`src/rtl/uart_tx_arbiter.sv`:
```
// uart_tx_arbiter: four single-byte request slots arbitrated round-robin onto one UART transmitter.
module uart_tx_arbiter #(
  parameter int BUSY_TIMEOUT = 16
) (
  input  logic        clk_uart,
  input  logic        rst,
  input  logic [3:0]  req_wr,
  input  logic [31:0] req_data,
  input  logic        tx_busy,
  output logic        uart_wrsig,
  output logic [7:0]  uart_datain,
  output logic [3:0]  req_full,
  output logic [3:0]  req_ovf,
  output logic [1:0]  grant_id,
  output logic        tx_timeout
);
  typedef enum logic [1:0] {IDLE, ISSUE, WAIT_BUSY, WAIT_DONE} state_t;
  localparam int CW = $clog2(BUSY_TIMEOUT + 1);
  state_t state;
  logic [CW-1:0] cnt;
  logic [7:0] slot [4];
  logic [1:0] sel;
  logic grant;
  // Search downward so the nearest full slot after grant_id wins.
  always_comb begin
    sel = grant_id;
    for (int k = 4; k >= 1; k--)
      if (req_full[grant_id + 2'(k)]) sel = grant_id + 2'(k);
    grant = (state == IDLE) && |req_full && !tx_busy;
  end
  always_ff @(posedge clk_uart) begin
    if (rst) begin
      state       <= IDLE;
      uart_wrsig  <= 1'b0;
      uart_datain <= 8'h00;
      req_full    <= 4'b0;
      req_ovf     <= 4'b0;
      grant_id    <= 2'd3;
      tx_timeout  <= 1'b0;
      cnt         <= '0;
    end else begin
      for (int i = 0; i < 4; i++) begin
        if (req_wr[i]) begin
          if (!req_full[i] || (grant && sel == 2'(i))) begin
            slot[i]     <= req_data[8*i +: 8];
            req_full[i] <= 1'b1;
          end else req_ovf[i] <= 1'b1;
        end else if (grant && sel == 2'(i)) req_full[i] <= 1'b0;
      end
      uart_wrsig <= 1'b0;
      case (state)
        IDLE: if (grant) begin
          uart_datain <= slot[sel];
          grant_id    <= sel;
          uart_wrsig  <= 1'b1;
          state       <= ISSUE;
        end
        ISSUE: begin
          cnt   <= CW'(1);
          state <= WAIT_BUSY;
        end
        WAIT_BUSY: if (tx_busy) begin
          cnt   <= '0;
          state <= WAIT_DONE;
        end else if (cnt == CW'(BUSY_TIMEOUT - 1)) begin
          cnt        <= '0;
          tx_timeout <= 1'b1;
          state      <= IDLE;
        end else cnt <= cnt + 1'b1;
        WAIT_DONE: if (!tx_busy) state <= IDLE;
        default: state <= IDLE;
      endcase
    end
  end
endmodule

```
`config.mk`:
```
export PLATFORM = sky130hd
export DESIGN_NAME = uart_tx_arbiter
export DESIGN_NICKNAME = d
export VERILOG_FILES = /design/src/rtl/uart_tx_arbiter.sv
export SDC_FILE = /design/constraint.sdc
export NUM_CORES = 1
export LEC_CHECK = 0
export ABC_AREA = 1
export BUFFER_PORTS_ARGS = -buffer_cell sky130_fd_sc_hd__buf_2
export CAP_MARGIN = 20
export CORE_MARGIN = 5
export CORE_UTILIZATION = 40
export CTS_CLUSTER_DIAMETER = 80
export DETAILED_ROUTE_END_ITERATION = 12
export GPL_TIMING_DRIVEN = 0
export HOLD_SLACK_MARGIN = 0.02
export PLACE_DENSITY = 0.75
export SKIP_CTS_REPAIR_TIMING = 1
export SYNTH_ARGS = -nofsm -noshare
export SYNTH_HDL_FRONTEND = slang
export SYNTH_SLANG_ARGS = --single-unit
```
`constraint.sdc`:
```
create_clock -name clk_uart -period 1.91 [get_ports clk_uart]
set_input_delay 0.382 -clock clk_uart [delete_from_list [all_inputs] [get_ports clk_uart]]
set_output_delay 0.382 -clock clk_uart [all_outputs]
set_load 0.005 [all_outputs]
```
**After elaboration in Yosys (flattened, before gate mapping)**

Memory sizes are Yosys's and may differ from the RTL's. A register that Yosys moved wholly into a read port is not among the register bits.
Index checks and enable logic that the tools add are counted.

- $add $sub $neg: 4
- Shifts and indexed selects: 0
- Equal/unequal tests: 14
- Reductions and logical operators: 35
- Multiply operators: 0
- Muxes and demuxes: 46
- Divide/modulo/power cells: 0
- Bitwise gates (word level): 6
- $lt $le $gt $ge: 3

Operators with widths:

| kind | count |
|---|---|
| $mux 1 | 32 |
| $reduce_and 2->1 | 9 |
| $mux 2 | 7 |
| $mux 5 | 2 |
| $pmux 5 s2 | 1 |
| $reduce_bool 2->1 | 5 |
| $lt 2x3->1 const B | 3 |
| $eq 2x2->1 const B | 4 |
| $ne 2x1->1 const B | 4 |
| $pmux 2 s4 | 1 |
| $bmux 1 s2 | 3 |
| $logic_and 1x1->1 | 6 |
| $not 1->1 | 6 |
| $reduce_and 3->1 | 2 |
| $add 5x1->5 const B | 1 |
| $eq 5x4->1 const B | 1 |
| $logic_not 1->1 | 5 |
| $add 2x2->2 const B | 2 |
| $eq 2x1->1 const B | 2 |
| $logic_not 2->1 | 2 |
| $logic_or 1x1->1 | 4 |
| $ne 2x2->1 const B | 2 |
| $reduce_or 4->1 | 1 |
| $ne 3x3->1 const B | 1 |
| other kinds (2) | 2 |

- Register bits: 19
- Bits in latches: 0
- Memories: 1
- Bits in writable memories: 32
- Memory bits (read-only): 0

Memories:

| memory | words | bits a word | rd ports | clocked after Yosys merged registers in | wr ports | RTL line | text |
|---|---|---|---|---|---|---|---|
| slot | 4 | 8 | 1 | 1 | 4 | 21 | `logic [7:0] slot [4];` |

**Longest topological paths before layout**

Gate-level depths: netlist of the first run.

- Word-level depth: 13
- Gate-level depth with buffers: 16
- Depth with buffers taken out: 14

**Least setup slack after synthesis of the first run**

Ideal clock, no wire load.

- Path kind: register to register
- From: register grant_id[0]
- To: memory slot[2][0] (enable)
- Setup slack: -0.218 ns
- Period minus slack after synthesis: 2.128 ns
- Arrival time: 1.757 ns
- Required time: 1.540 ns
- Stages on the path, launching flop included: 14
- Path through: dfxtp_1 > buf_6 > inv_6 > nand2_1 > nand2_2 > nand2_1 > nand2_1 > inv_2 > nand3_1 > nand2_4 > nand3_1 > nand2_1 > nand2_1 > nor2_1

RTL lines:

| element | RTL line | text |
|---|---|---|
| start, declared | 14 | `output logic [1:0] grant_id,` |
| start signal, assigned | 54 | `grant_id <= sel;` |
| end, declared | 21 |  |

**Final worst setup path of the first run**

- From: register grant_id[0]
- To: register uart_datain[4] (read register of slot)

- Longest elaborated chain between the ends: 6

RTL lines:

| element | RTL line | text |
|---|---|---|
| $add 2x2->2 | 28 | `if (req_full[grant_id + 2'(k)]) sel = grant_id + 2'(k);` |
| $bmux 1 s2 | 28 |  |
| $mux 1 (not written as such) | 28 |  |
| $mux 2 (2 in a row) | 28 |  |
| $mux 2 * | 28 |  |
| end, declared | 11 | `output logic [7:0] uart_datain,` |

Every way passes the cells marked *; elsewhere a longest branch is shown, timed or not. The select of a mux whose other input is x is not followed.
A chain may end at the register's enable or synchronous reset.

==> run_results.csv, run 1 <==
group,metric,value,unit
setup_path,critPathTopFamily,"simple AND/OR/NAND/NOR gates",
die,num_rows,29,
die,floorplan.initialDensity,0.414,
drt,drtPass1Iterations,5,
die,chipHeight,91.5,µm
synthesis,cell_variety_after_synth,22,
global_route,gr_usage_total,0.147,
cells_and_area,final_layout_size_suffix_gt1_frac,0.419,
power_and_ir_drop,switching_share,0.402,
timing,worst_pin_slew,0.792,ns
drt,viasPerCell,5.00,
cts,clock-root-buffer,"sky130_fd_sc_hd__clkbuf_8",
synthesis,synth_edf_count,32,
placed_design,place_congestion,0.819,
global_route,grt_antenna_before_repair,0,
timing,max_freq,0.489,GHz
timing,total_of_endpoints_with_negative_setup_slack_in_the_final_report,39,
worst_hold_path,holdCritStartpoint,"req_data[9]",
setup_path,worst-path-buf-inv,6,
die,die-area,8380,µm²
power_and_ir_drop,powerDensity,1510,nW/µm²
drt,first_iter_violations,198,
synthesis,ys_ff_latch,59,
timing,fin_crit,2.04,ns
drt,wl_per_cell,14.5,µm
global_route,number_of_global_route_vias_before_repair,2182,
power_and_ir_drop,power.ir.vdd_worst,0.000906,V
placed_design,dpl.hpwl,4430,µm
drt,drt_wl_total,6730,µm
cells_and_area,area_occupied_by_multi_input_gates,1220,µm²
synthesis,netlist_area,2660,µm²
synthesis,synthFlopType,"sky130_fd_sc_hd__edfxtp_1",
power_and_ir_drop,p_clk_frac,0.211,
synthesis,synthDominantCellAreaShare,0.361,
timing,unrepaired_setup_endpoints_after_global_routing,"yes",
cells_and_area,area_growth_syn_to_layout,37.3,%
power_and_ir_drop,power.share.sequential,0.300,
synthesis,synth_sequential_area_ratio,0.565,
timing,max-slew-margin-rel,0.472,
setup_path,crit_arrival,2.28,ns
cts,worst_setup_hold_path_clk_slew,0.07,ns
drt,final_antenna_net_count,0,
power_and_ir_drop,power.combinational.fraction,0.490,
placed_design,port_buffers,58,
synthesis,synthesis.area_per_instance,8.95,µm²
power_and_ir_drop,post-layout-total-power,5500,µW
timing,timing.final.hold_violations,0,
run_status,failed_checks,"negative setup slack",
global_route,grt_pass1_wl,9770,µm
global_route,pin_count_of_the_biggest_net_entering_global_routing,12,
power_and_ir_drop,leakage,0.00163,µW
setup_path,worst-setup-path-type,"flip-flop to flip-flop",
timing,postLayoutSetupSlackWorst,-0.134,ns
timing,finalMaxSlewViolations,0,
global_route,congestion_overflow_gr,0,
cts,cts.sinks,59,
setup_path,r2r-start,"grant_id[0]",
die,die_w,91.5,µm
setup_path,startpoint,"grant_id[0]",
synthesis,synth_top_cell_by_area,"sky130_fd_sc_hd__edfxtp_1",
drt,dr_total_vias,2318,
synthesis,syn_nets,341,
cells_and_area,utilization,0.568,
setup_path,critical_path.endpoint_type,"flip-flop",
cts,cts_h_tree_lvls,3,
synthesis,async_reset_ff_frac,0,
synthesis,synthesis.yosys.warnings,0,
cts,num_cts_buffers,9,
cts,cts_max_path_buffers,2,
setup_path,worstSetupStartpointType,"flip-flop",
cts,clock_latency,0.34,ns
cts,tritoncts_clock_tree,"built",
power_and_ir_drop,switchingPower,2210,µW
worst_hold_path,hp-class,"input port to flip-flop",
cells_and_area,num_antenna_cells,0,
run,timing.max_cap.violations,0,
setup_path,cp.required,2.15,ns
die,design.core.area,6420,µm²
setup_path,worst_path_largest_cell_delay,0.34,ns
die,floorplan.io_pins,59,
setup_path,crit_path_frequent_cell,"sky130_fd_sc_hd__nand2_4",
cells_and_area,fill_cells,528,
timing,final.period_utilization,1.07,
setup_path,critical_path.cell_chain,"buf_6 -> inv_8 -> nand3_1 -> nand2_2 -> inv_2 -> nand3_4 -> nand2_4 -> nand2_4 -> nand2_4 -> buf_4 -> buf_4 -> buf_6 -> nand3_2 -> nand3_1 -> nor2_1 -> nor2_1",
run_status,run_status,"complete, but fails checks",
power_and_ir_drop,pint,3290,µW
synthesis,syn_inst,297,
setup_path,worstPathMaxFanout,10,
synthesis,synthTopCellsByArea,"sky130_fd_sc_hd__edfxtp_1 (36%), sky130_fd_sc_hd__dfxtp_1 (20%), sky130_fd_sc_hd__nand2_1 (8.6%), sky130_fd_sc_hd__nand3_1 (8.3%), sky130_fd_sc_hd__nor2_1 (5.9%)",
timing,worst_skew,0.00679,ns
cells_and_area,final_nets,426,
cells_and_area,seqCellArea,1510,µm²
setup_path,cp_slowest_cell,"sky130_fd_sc_hd__dfxtp_2",
drt,drt_drc_violations_left,0,
==> Yosys cell counts (2+ instances only) <==
| cell type | instances |
|---|---|
| sky130_fd_sc_hd__o21ai_0 | 12 |
| sky130_fd_sc_hd__inv_2 | 2 |
| sky130_fd_sc_hd__buf_4 | 2 |
| sky130_fd_sc_hd__clkbuf_1 | 3 |
| sky130_fd_sc_hd__a21oi_1 | 19 |
| sky130_fd_sc_hd__buf_6 | 5 |
| sky130_fd_sc_hd__nand3_1 | 44 |
| sky130_fd_sc_hd__dfxtp_1 | 27 |
| sky130_fd_sc_hd__nand2_4 | 3 |
| sky130_fd_sc_hd__nand3_2 | 2 |
| sky130_fd_sc_hd__edfxtp_1 | 32 |
| sky130_fd_sc_hd__inv_1 | 26 |
| sky130_fd_sc_hd__nor2_1 | 42 |
| sky130_fd_sc_hd__nand2_1 | 61 |
| sky130_fd_sc_hd__ha_1 | 5 |
| sky130_fd_sc_hd__nand2_2 | 6 |
==> flip-flops by register name, indices dropped and copies added (netlist names) <==
register,count
grant_id,2
uart_datain,8
req_ovf,4
tx_timeout,1
req_full,4
uart_wrsig,1
cnt,5
slot,32
state,2
==> through the flow <==
stage / hold WS (ns) / TNS, ns / instance area, µm² / setup WS [ns] / std cells
after global routing: 0.187 / -8.23 / 3650 / -0.236 / 464
after floorplan: 0.422 / 0 / 2690 / 0.00215 / 297
final: 0.210 / -4.25 / 3650 / -0.134 / 464
after global placement: 0.430 / -5.40 / 3080 / -0.188 / 432
after CTS: 0.196 / -7.25 / 3280 / -0.243 / 448
after detailed placement: 0.435 / -7.22 / 3080 / -0.242 / 432
==> layer usage <==
metal,up-vias,GRT usage,wire [µm]
met3,16,0.0471,435
met5,-,0,0
met1,1075,0.162,2590
met4,0,0.0766,187
li1,1150,-,-
met2,77,0.253,3510
==> path summary, 6_finish.rpt <==
path	endpoint	slack, ns	cells past startpoint
max	uart_datain[4]	-0.13	16
min	slot[1][1]	0.21	1
max reg2reg	uart_datain[4]	-0.13	16
min reg2reg	cnt[4]	0.45	2
==> power groups by stage <==
stage | combinational, µW | sequential, µW | clock (µW)
2_1_floorplan | 1400 | 1640 | 0
3_3_place_gp | 1800 | 1650 | 0
3_5_place_dp | 1850 | 1650 | 0
4_1_cts | 1860 | 1630 | 1170
5_1_grt | 2920 | 1660 | 1230
6_report | 2690 | 1650 | 1160
==> placed cells by master (no fill, tap or decap), types with 2 or more instances in the layout <==
master                       count
sky130_fd_sc_hd__a21oi_4         2
sky130_fd_sc_hd__buf_6           6
sky130_fd_sc_hd__a21oi_1        19
sky130_fd_sc_hd__nor2_2          7
sky130_fd_sc_hd__nand3_1        37
sky130_fd_sc_hd__ha_1            5
sky130_fd_sc_hd__clkinv_2        2
sky130_fd_sc_hd__dfxtp_1        22
sky130_fd_sc_hd__nor2_1         31
sky130_fd_sc_hd__nand2_2        14
sky130_fd_sc_hd__nand3_4         4
sky130_fd_sc_hd__clkbuf_1        3
sky130_fd_sc_hd__nor2_4          4
sky130_fd_sc_hd__clkbuf_8       10
sky130_fd_sc_hd__buf_4          15
sky130_fd_sc_hd__buf_2          59
sky130_fd_sc_hd__dfxtp_2         5
sky130_fd_sc_hd__nand2_4        19
sky130_fd_sc_hd__clkinvlp_4      2
sky130_fd_sc_hd__nand2_1        37
sky130_fd_sc_hd__edfxtp_1       32
sky130_fd_sc_hd__inv_2           4
sky130_fd_sc_hd__o21ai_0        12
sky130_fd_sc_hd__inv_1          24
sky130_fd_sc_hd__nand3_2         5
==> final cells by class <==
cell class	instances	area share
well taps	77	0.0264
plain buffers	10	0.0237
clock inverters	6	0.0175
multi-input cells	199	0.335
inverters	29	0.0319
flip-flops and latches	59	0.413
repair buffers	74	0.115
clock buffers	10	0.0377
==> cell families after synthesis <==
group,synth area share
AOI/OAI and AO/OA,0.0734
DFF,0.565
buffers and inverters,0.0739
and+or+nand+nor,0.264
adders and majority gates,0.0235
==> worst register-to-register path, cell delays in order (launching register included) <==
cell,delay [ns]
sky130_fd_sc_hd__dfxtp_2,0.34
sky130_fd_sc_hd__buf_6,0.14
sky130_fd_sc_hd__inv_8,0.07
sky130_fd_sc_hd__nand3_1,0.12
sky130_fd_sc_hd__nand2_2,0.13
sky130_fd_sc_hd__inv_2,0.06
sky130_fd_sc_hd__nand3_4,0.10
sky130_fd_sc_hd__nand2_4,0.08
sky130_fd_sc_hd__nand2_4,0.09
sky130_fd_sc_hd__nand2_4,0.08
sky130_fd_sc_hd__buf_4,0.14
sky130_fd_sc_hd__buf_4,0.13
sky130_fd_sc_hd__buf_6,0.13
sky130_fd_sc_hd__nand3_2,0.07
sky130_fd_sc_hd__nand3_1,0.09
sky130_fd_sc_hd__nor2_1,0.13
sky130_fd_sc_hd__nor2_1,0.05
(Power assumes the default switching activity.)
==> run 2, diff against run 1 <==
--- a/config.mk
+++ b/config.mk
@@ -6,7 +6,7 @@
 export NUM_CORES = 1
 export LEC_CHECK = 0
 export ABC_AREA = 1
-export BUFFER_PORTS_ARGS = -buffer_cell sky130_fd_sc_hd__buf_2
+export BUFFER_PORTS_ARGS = -buffer_cell sky130_fd_sc_hd__clkbuf_2
 export CAP_MARGIN = 20
 export CORE_MARGIN = 5
 export CORE_UTILIZATION = 40
==> run 2 against run 1 <==
Net effect: sequential share of layout area fell by 0.56 points; critical path depth down 3; the run still ends with negative setup slack left; register-to-register slack lost 0.04 ns; largest power group unchanged; first-iteration DRC count shrank 51%; sequential power is essentially flat; non-clock buffer count is 3 higher; hold slack improved by 0.010 ns; worst setup slack lost 0.036 ns; largest cell class unchanged; power is 0.54% lower; core utilization rose by 0.78 points; global-route usage down 0.44 points.
==> run_results.csv, run 2 (synthesized netlist as in run 1, its figures left out) <==
group,metric,value,unit
run_status,run_status,"complete, but fails checks",
run_status,failed_checks,"negative setup slack",
placed_design,dp_worst_setup_slack,-0.269,ns
timing,finalMaxSlewViolations,0,
timing,worst_pin_slew,0.831,ns
timing,postLayoutSetupSlackWorst,-0.170,ns
cts,cts.sinks,59,
setup_path,worstSetupStartpointType,"flip-flop",
timing,unrepaired_setup_endpoints_after_global_routing,"yes",
cells_and_area,final_layout_size_suffix_gt1_frac,0.428,
setup_path,r2r-start,"grant_id[0]",
cells_and_area,largest_register_ff_count,32,
die,chipHeight,91.5,µm
timing,timing.final.hold_violations,0,
cells_and_area,largest_registers,"slot: 32 flops, uart_datain: 8 flops, cnt: 5 flops",
setup_path,cp.required,1.92,ns
placed_design,dpl.hpwl,4480,µm
timing,max-slew-margin-rel,0.446,
timing,max_freq,0.481,GHz
timing,final.period_utilization,1.09,
drt,drtPass1Iterations,4,
worst_hold_path,hp-class,"input port to flip-flop",
cells_and_area,most-common-layout-cells,"sky130_fd_sc_hd__clkbuf_2 (58), sky130_fd_sc_hd__nand3_1 (37), sky130_fd_sc_hd__nand2_1 (35), sky130_fd_sc_hd__edfxtp_1 (32), sky130_fd_sc_hd__nor2_1 (28)",
setup_path,reg2reg_depth,13,
global_route,congestion_overflow_gr,0,
setup_path,r2r-end,"slot[2][1]",
cells_and_area,final_nets,429,
drt,drt_wl_total,6550,µm
setup_path,critical_path.endpoint_type,"flip-flop",
cells_and_area,num_antenna_cells,0,
setup_path,worst-setup-path-type,"flip-flop to flip-flop",
cts,clock_latency,0.33,ns
setup_path,worst_setup_path_endpoint,"slot[2][1]",
cts,cts_max_path_buffers,2,
drt,drt_drc_violations_left,0,
global_route,grt_antenna_before_repair,0,
cells_and_area,registers.top_by_ff_count,"slot",
power_and_ir_drop,power.ir.vdd_worst,0.000773,V
global_route,number_of_global_route_vias_before_repair,2111,
power_and_ir_drop,leakage,0.00165,µW
drt,dr_total_vias,2286,
die,num_rows,29,
timing,hold_ws,0.220,ns
global_route,gr_usage_total,0.143,
cts,tritoncts_clock_tree,"built",
die,die-area,8380,µm²
timing,total_of_endpoints_with_negative_setup_slack_in_the_final_report,39,
run,timing.max_cap.violations,0,
cells_and_area,final_cell_area_excluding_filler_cells,3700,µm²
timing,fin_crit,2.08,ns
placed_design,port_buffers,58,
global_route,pin_count_of_the_biggest_net_entering_global_routing,11,
die,design.core.area,6420,µm²
power_and_ir_drop,powerDensity,1480,nW/µm²
timing,worst_skew,0.0117,ns
cts,cts_h_tree_lvls,3,
die,floorplan.initialDensity,0.414,
placed_design,post_place_instance_area,3080,µm²
setup_path,reg2reg_setup_slack,-0.17,ns
drt,first_iter_violations,98,
setup_path,startpoint,"grant_id[0]",
drt,final_antenna_net_count,0,
cells_and_area,layout.cells.most_common,"sky130_fd_sc_hd__clkbuf_2",
drt,viasPerCell,4.90,
cts,num_cts_buffers,9,
placed_design,place_congestion,0.811,
setup_path,worstPathMaxFanout,8,
cells_and_area,area_growth_syn_to_layout,39.2,%
global_route,grt_pass1_wl,9510,µm
die,die_w,91.5,µm
die,floorplan.io_pins,59,
setup_path,crit_arrival,2.09,ns
cts,worst_setup_hold_path_clk_slew,0.07,ns
cts,clock-root-buffer,"sky130_fd_sc_hd__clkbuf_8",
drt,wl_per_cell,14.0,µm
[run 2: changes by cell type in the layout (fill, tap and decap cells not counted), sizes merged]
cell	previous run	this run
clkbuf	13	72
inv	30	28
buf	81	26
clkinv	2	4
bufinv	1	2
clkinvlp	2	0
[run 2: critical path: stages, from the launching register on]
cell and delay, ns:
sky130_fd_sc_hd__dfxtp_2 0.35, sky130_fd_sc_hd__buf_6 0.14, sky130_fd_sc_hd__clkinv_8 0.08, sky130_fd_sc_hd__nand2_2 0.09
sky130_fd_sc_hd__nand2_4 0.08, sky130_fd_sc_hd__nand2_4 0.08, sky130_fd_sc_hd__nand2_1 0.08, sky130_fd_sc_hd__inv_2 0.14
sky130_fd_sc_hd__nand3_4 0.11, sky130_fd_sc_hd__nand2_4 0.12, sky130_fd_sc_hd__nand3_2 0.09, sky130_fd_sc_hd__nand2_2 0.11
sky130_fd_sc_hd__nand2_4 0.07, sky130_fd_sc_hd__nor2_4 0.23
[run 2: final cells by class]
cell class,count,area [µm²]
fill,524,2720
sequential,59,1510
multi-input combinational,199,1240
timing repair buffer,77,434
clock buffer,11,141
inverter,29,124
tap,77,96.3
buffer,10,82.6
clock inverter,5,76.3
[run 2: per-stage QoR]
stage / total power [µW] / util / setup TNS [ns] / cells
finish: 5470 / 0.576 / -5.10 / 467
CTS: 4740 / 0.513 / -7.84 / 448
global placement: 3460 / 0.479 / -5.55 / 432
floorplan: 3030 / - / 0 / 297
detailed placement: 3510 / 0.479 / -7.94 / 432
global route: 5800 / 0.576 / -9.86 / 467
[run 2: worst min-delay path by stage]
stage | startpoint | to | slack [ns] | depth (start not counted)
final | req_data[30] | slot[3][6] | 0.22 | 1
after global routing | req_data[26] | slot[3][2] | 0.21 | 1
after global placement | cnt[4] | cnt[4] | 0.43 | 2
after detailed placement | cnt[4] | cnt[4] | 0.44 | 2
after floorplan | cnt[4] | cnt[4] | 0.42 | 2
after CTS | req_data[30] | slot[3][6] | 0.20 | 1
[run 2: power by group]
group	total, µW	switching, µW	internal, µW
Sequential	1650	133	1520
Combinational	2590	1530	1060
Clock	1230	464	764
Total	5470	2130	3340
[run 2: routing by layer]
metal  GRT usage  routed length (µm)  part of all wire  up-vias
li1            -                   -                 -     1153
met1       0.163                2660              0.41     1067
met2       0.248                3450              0.53       52
met3      0.0397                 282             0.043       14
met4      0.0641                 155             0.024        0
met5           0                   0                 0        -
